===== config.mk =====
export PLATFORM = sky130hd
export DESIGN_NAME = aib_hrdrst_sl_rx
export DESIGN_NICKNAME = d
export VERILOG_FILES = /design/src/rtl/aib_hrdrst_sl_rx.sv
export SDC_FILE = /design/constraint.sdc
export NUM_CORES = 1
export LEC_CHECK = 0
export CAP_MARGIN = 20
export CELL_PAD_IN_SITES_DETAIL_PLACEMENT = 0
export CELL_PAD_IN_SITES_GLOBAL_PLACEMENT = 1
export CORE_MARGIN = 10
export CORE_UTILIZATION = 40
export DETAILED_ROUTE_END_ITERATION = 8
export GPL_ROUTABILITY_DRIVEN = 0
export PLACE_DENSITY = 0.79
export SLEW_MARGIN = 30
export SYNTH_ARGS = -nofsm -noshare
export SYNTH_HDL_FRONTEND = slang
export SYNTH_SLANG_ARGS = --single-unit

===== constraint.sdc =====
create_clock -name i_aux_clk -period 2.3 [get_ports i_aux_clk]
set_clock_uncertainty 0.1 [all_clocks]
set_input_delay 0.46 -clock i_aux_clk [delete_from_list [all_inputs] [get_ports i_aux_clk]]
set_output_delay 0.46 -clock i_aux_clk [all_outputs]
set_load 0.1 [all_outputs]

===== src/rtl/aib_hrdrst_sl_rx.sv =====
// rtl/aib_hrdrst_sl_rx.sv - slave-side RX half of the AIB hard-reset handshake
module aib_hrdrst_sl_rx #(
    parameter int SYNC_STAGES   = 2,
    parameter int SETTLE_CYCLES = 16,
    parameter int LOCK_TIMEOUT  = 1024,
    parameter int MAX_RETRY     = 3
) (
    input  logic i_aux_clk,
    input  logic i_rst,
    input  logic i_start,
    output logic o_done,
    output logic o_fail,
    output logic o_lock_lost,
    output logic o_dll_en,
    input  logic i_dll_lock,
    input  logic c_ms_tx_dcd_cal_done,
    input  logic c_ms_tx_transfer_en,
    output logic c_sl_rx_dll_lock,
    output logic c_sl_rx_transfer_en
);

    localparam int CNT_MAX = (SETTLE_CYCLES > LOCK_TIMEOUT) ? SETTLE_CYCLES : LOCK_TIMEOUT;
    localparam int CW      = $clog2(CNT_MAX + 1);
    localparam int RW      = $clog2(MAX_RETRY + 1) + 1;

    localparam logic [CW-1:0] SETTLE_LOAD  = CW'(SETTLE_CYCLES - 1);
    localparam logic [CW-1:0] TIMEOUT_LOAD = CW'(LOCK_TIMEOUT - 1);
    localparam logic [RW-1:0] RETRY_MAX    = RW'(MAX_RETRY);

    typedef enum logic [3:0] {
        IDLE,
        WAIT_DCD,
        DLL_SETTLE,
        WAIT_LOCK,
        DLL_OFF,
        LOCKED,
        XFER,
        READY,
        FAIL
    } state_t;

    state_t          state, state_n;
    logic [CW-1:0]   cnt, cnt_n;
    logic [RW-1:0]   retry, retry_n;
    logic            lost_n;
    logic            en_n, sl_lock_n, sl_xfer_n, done_n, fail_n;

    logic [SYNC_STAGES-1:0] lock_sync, dcd_sync, xfer_sync;
    logic                   lock_s, dcd_s, xfer_s;

    always_ff @(posedge i_aux_clk or posedge i_rst) begin
        if (i_rst) begin
            lock_sync <= '0;
            dcd_sync  <= '0;
            xfer_sync <= '0;
        end else begin
            lock_sync <= {lock_sync[SYNC_STAGES-2:0], i_dll_lock};
            dcd_sync  <= {dcd_sync[SYNC_STAGES-2:0], c_ms_tx_dcd_cal_done};
            xfer_sync <= {xfer_sync[SYNC_STAGES-2:0], c_ms_tx_transfer_en};
        end
    end

    assign lock_s = lock_sync[SYNC_STAGES-1];
    assign dcd_s  = dcd_sync[SYNC_STAGES-1];
    assign xfer_s = xfer_sync[SYNC_STAGES-1];

    always_ff @(posedge i_aux_clk or posedge i_rst) begin
        if (i_rst) begin
            state               <= IDLE;
            cnt                 <= '0;
            retry               <= '0;
            o_lock_lost         <= 1'b0;
            o_dll_en            <= 1'b0;
            c_sl_rx_dll_lock    <= 1'b0;
            c_sl_rx_transfer_en <= 1'b0;
            o_done              <= 1'b0;
            o_fail              <= 1'b0;
        end else begin
            state               <= state_n;
            cnt                 <= cnt_n;
            retry               <= retry_n;
            o_lock_lost         <= lost_n;
            o_dll_en            <= en_n;
            c_sl_rx_dll_lock    <= sl_lock_n;
            c_sl_rx_transfer_en <= sl_xfer_n;
            o_done              <= done_n;
            o_fail              <= fail_n;
        end
    end

    always_comb begin
        state_n = state;
        cnt_n   = cnt;
        retry_n = retry;
        lost_n  = o_lock_lost;
        case (state)
            IDLE: begin
                if (i_start) state_n = WAIT_DCD;
            end
            WAIT_DCD: begin
                if (dcd_s) begin
                    state_n = DLL_SETTLE;
                    cnt_n   = SETTLE_LOAD;
                end
            end
            DLL_SETTLE: begin
                if (cnt == '0) begin
                    state_n = WAIT_LOCK;
                    cnt_n   = TIMEOUT_LOAD;
                end else begin
                    cnt_n = cnt - CW'(1);
                end
            end
            WAIT_LOCK: begin
                // a lock seen on the timeout cycle still counts as success
                if (lock_s) begin
                    state_n = LOCKED;
                end else if (cnt == '0) begin
                    if (retry < RETRY_MAX) begin
                        retry_n = retry + RW'(1);
                        state_n = DLL_OFF;
                        cnt_n   = SETTLE_LOAD;
                    end else begin
                        state_n = FAIL;
                    end
                end else begin
                    cnt_n = cnt - CW'(1);
                end
            end
            DLL_OFF: begin
                if (cnt == '0) begin
                    state_n = DLL_SETTLE;
                    cnt_n   = SETTLE_LOAD;
                end else begin
                    cnt_n = cnt - CW'(1);
                end
            end
            LOCKED: state_n = XFER;
            XFER: begin
                if (xfer_s) state_n = READY;
            end
            READY: state_n = READY;
            FAIL:  state_n = FAIL;
            default: state_n = IDLE;
        endcase
        if ((state == LOCKED || state == XFER || state == READY) && !lock_s) lost_n = 1'b1;
    end

    // outputs decoded from the next state and registered, so sideband lines never glitch
    always_comb begin
        en_n      = 1'b0;
        sl_lock_n = 1'b0;
        sl_xfer_n = 1'b0;
        done_n    = 1'b0;
        fail_n    = 1'b0;
        case (state_n)
            DLL_SETTLE, WAIT_LOCK: en_n = 1'b1;
            LOCKED: begin
                en_n      = 1'b1;
                sl_lock_n = 1'b1;
            end
            XFER: begin
                en_n      = 1'b1;
                sl_lock_n = 1'b1;
                sl_xfer_n = 1'b1;
            end
            READY: begin
                en_n      = 1'b1;
                sl_lock_n = 1'b1;
                sl_xfer_n = 1'b1;
                done_n    = 1'b1;
            end
            FAIL: fail_n = 1'b1;
            default: en_n = 1'b0;
        endcase
    end

endmodule

==> results.ini <==
[global_routing]
grt_antenna_before_repair = 0
busiest_layer = met2
groute.layer.met3.usage_pct = 4.34
grt_pass1_wl_mm = 5.37
grt_start_max_net_pins = 31
grt_usage_pct = 10.5
grt_pass1_vias = 1174
overflow = 0
grt_use_met1_pct = 11.2
met2_usage_pct = 17.1

[critical_path]
cpMostUsedCell = a21oi_1
cp_slowest_cell = or4b_4
startpoint_type = register
crit_required_ps = 2360
end_kind = register
critPathMaxStageDelay_ps = 490
cp.arrival_ps = 2220
crit_type = register to register
crit_chain = inv_1 > ha_1 > or4b_4 > nor3b_4 > a311oi_4 > buf_4 > a21oi_1 > a21oi_1
cp_max_fo = 8

[clock_tree]
htreeDepth = 2
cts-resized-gates = 0
clk_latency_ps = 280
cts_tree = done
postCtsSetupBuffers = 0
cts_hold_buf = 0
path_clk_slew_ps = 70
cts_num_sinks = 30
numCtsBuffers = 5
cts_root_buf = clkbuf_8
cts.path.max_buffers = 2

[final_layout]
layout.nets = 178
multiInputGateArea_um2 = 672
antenna_cells = 0
seqCellArea_um2 = 751
fillers = 310
drive_gt1_share_pct = 25.1
area.growth.synth_to_final_pct = 24.5

[logic_synthesis]
synthAdderAreaFrac_pct = 1.71
synthXorXnorAreaFrac_pct = 1.20
yosys_warnings = 0
synth_area_leaders = dfrtp_1 51%, nor2_1 3.6%, o21ai_0 3.4%
ys_ff_latch = 30
synth_area_mm2 = 0.00147
syn-instance-count = 142
synth_top_family_by_area = simple AND/OR/NAND/NOR gates
synth-edff-count = 0
synthArstFlopShare_pct = 100
synth_top_area_share_pct = 51.2
syn_avg_cell_area_um2 = 10.3
synth.distinct_cells = 47
synth_fp_nets = 150
synth_area_leader_cell = dfrtp_1
yosysSeqAreaShare_pct = 51.2
synthMuxAreaShare_pct = 0.769
synth_compound_area_share_pct = 20.3
ys.flop_type = dfrtp_1
synthSimpleGateAreaFrac_pct = 20.7

[routing]
drt-pass1-iter-count = 4
wl_mm = 3.10
wl_per_cell_um = 14.3
via_count = 1194
drc_errors = 0
ant_nets = 0
drt_iter0_markers = 95
viasPerCell = 5.50

[status]
outcome = completed

[placement]
port_buffers = 11
post-place-ws_ps = 107
dp_hpwl_mm = 2.26

[timing]
setup_slack_ps = 144
hold_viol_final = 0
fin_crit_sh_pct = 93.7
timing.fmax_mhz = 464
fin_crit_ps = 2160
finalSetupViolCount = 0
slew_violations = 0
worstMarginPinSlew_ps = 425
rsz0062_at_grt = false
slew_headroom_pct = 71.7
setup-tns-final_ps = 0

[run]
max_cap_viol_count = 0

[power_and_ir_drop]
power.leakage_uw = 0.000817
total_power_uw = 1310
power_density_mw_per_mm2 = 721
ir_worst_vdd_v = 0.000391

[floorplan]
core_mm2 = 0.00344
rows = 21
die-width_um = 80.5
die_y_um = 80.5
initial_core_util_pct = 42.6
io_pins = 12
die_area_mm2 = 0.00648

[hold_path]
hold_class = register to register

[stage by stage]
| step | cell area, um^2 | utilization [%] | cells | hold WS [ps] |
|---|---|---|---|---|
| finish | 1820 | 53.0 | 217 | 248 |
| global route | 1820 | 53.0 | 217 | 257 |
| CTS | 1810 | 52.7 | 217 | 251 |
| detailed placement | 1700 | 49.5 | 209 | 237 |
| global placement | 1700 | 49.5 | 209 | 232 |
| floorplan | 1470 | - | 142 | 231 |
[power breakdown]
group	internal [uW]	switching [uW]	total [uW]
Clock	302	192	494
Sequential	576	42.2	619
Combinational	104	98.7	203
Total	982	333	1310
[Yosys cell counts (3+ instances only)]
master	number
a21o_1	4
a21oi_1	6
a21oi_2	3
dfrtp_1	30
inv_1	9
nand2_1	9
nand3_1	7
nor2_1	14
nor3_1	3
o21a_1	3
o21ai_0	10
[critical path, delay by kind of cell, from the launching register on]
kind,cells,cell delay [ps]
DFF,1,400
AOI/OAI and AO/OA,3,370
adders and majority gates,1,150
and+or+nand+nor,2,750
buffers and inverters,2,270
[path summary, 6_finish.rpt]
| kind | from | endpoint | slack, ps | cells after the start |
|---|---|---|---|---|
| max | cnt[1]$_DFFE_PP0P_ | cnt[9]$_DFFE_PP0P_ | 140 | 8 |
| min | xfer_sync[0]$_DFF_PP0_ | xfer_sync[1]$_DFF_PP0_ | 250 | 0 |
| max reg2reg | cnt[1]$_DFFE_PP0P_ | cnt[9]$_DFFE_PP0P_ | 140 | 8 |
| min reg2reg | xfer_sync[0]$_DFF_PP0_ | xfer_sync[1]$_DFF_PP0_ | 250 | 0 |
| max in group asynchronous | i_rst | xfer_sync[0]$_DFF_PP0_ | 1360 | 3 |
| min in group asynchronous | i_rst | o_fail$_DFF_PP0_ | 460 | 3 |
[kinds of logic (layout without fill, tap and decap cells)]
group | after synthesis | in the layout
buffers and inverters | 13 | 42
multiplexers | 1 | 1
flip-flops | 30 | 30
XOR/XNOR | 2 | 2
AO/OA/AOI/OAI | 41 | 41
adder cells (fa/ha/maj) | 2 | 2
AND/OR/NAND/NOR | 53 | 53
[area by class of cell]
type,count,share of cell area [%]
clock buffer,8,6.04
inverter,9,1.85
sequential,30,41.2
timing repair buffer,25,11.0
multi-input combinational,99,36.8
tap,46,3.16
[state kept, by name (all words and copies together) (netlist names)]
name,flops
c_sl_rx_dll_lock,1
c_sl_rx_transfer_en,1
cnt,11
dcd_sync,2
lock_sync,2
o_dll_en,1
o_done,1
o_fail,1
o_lock_lost,1
retry,3
state,4
xfer_sync,2
[cell usage in the layout, fill, tap and decap left out, types with 2 or more instances in the layout]
cell and instances:
and3_1 2, nand2_1 9, clkdlybuf4s50_1 5, inv_1 9
o2bb2ai_1 2, nand2b_1 2, nand3_1 7, nor3_1 3
dfrtp_1 30, clkbuf_8 8, and2_1 2, ha_1 2
o21a_1 3, nand4_1 2, buf_4 20, a21o_1 4
a21oi_1 6, nor2_1 14, a21oi_2 3, a31o_2 2
o21ai_0 10
[per-layer routing]
metal | routed length, um | up-vias
met5 | 0 | -
met4 | 72 | 0
met3 | 166 | 8
met2 | 1550 | 32
met1 | 1310 | 589
li1 | - | 565
Note: power is estimated with default switching activity, not from simulation.
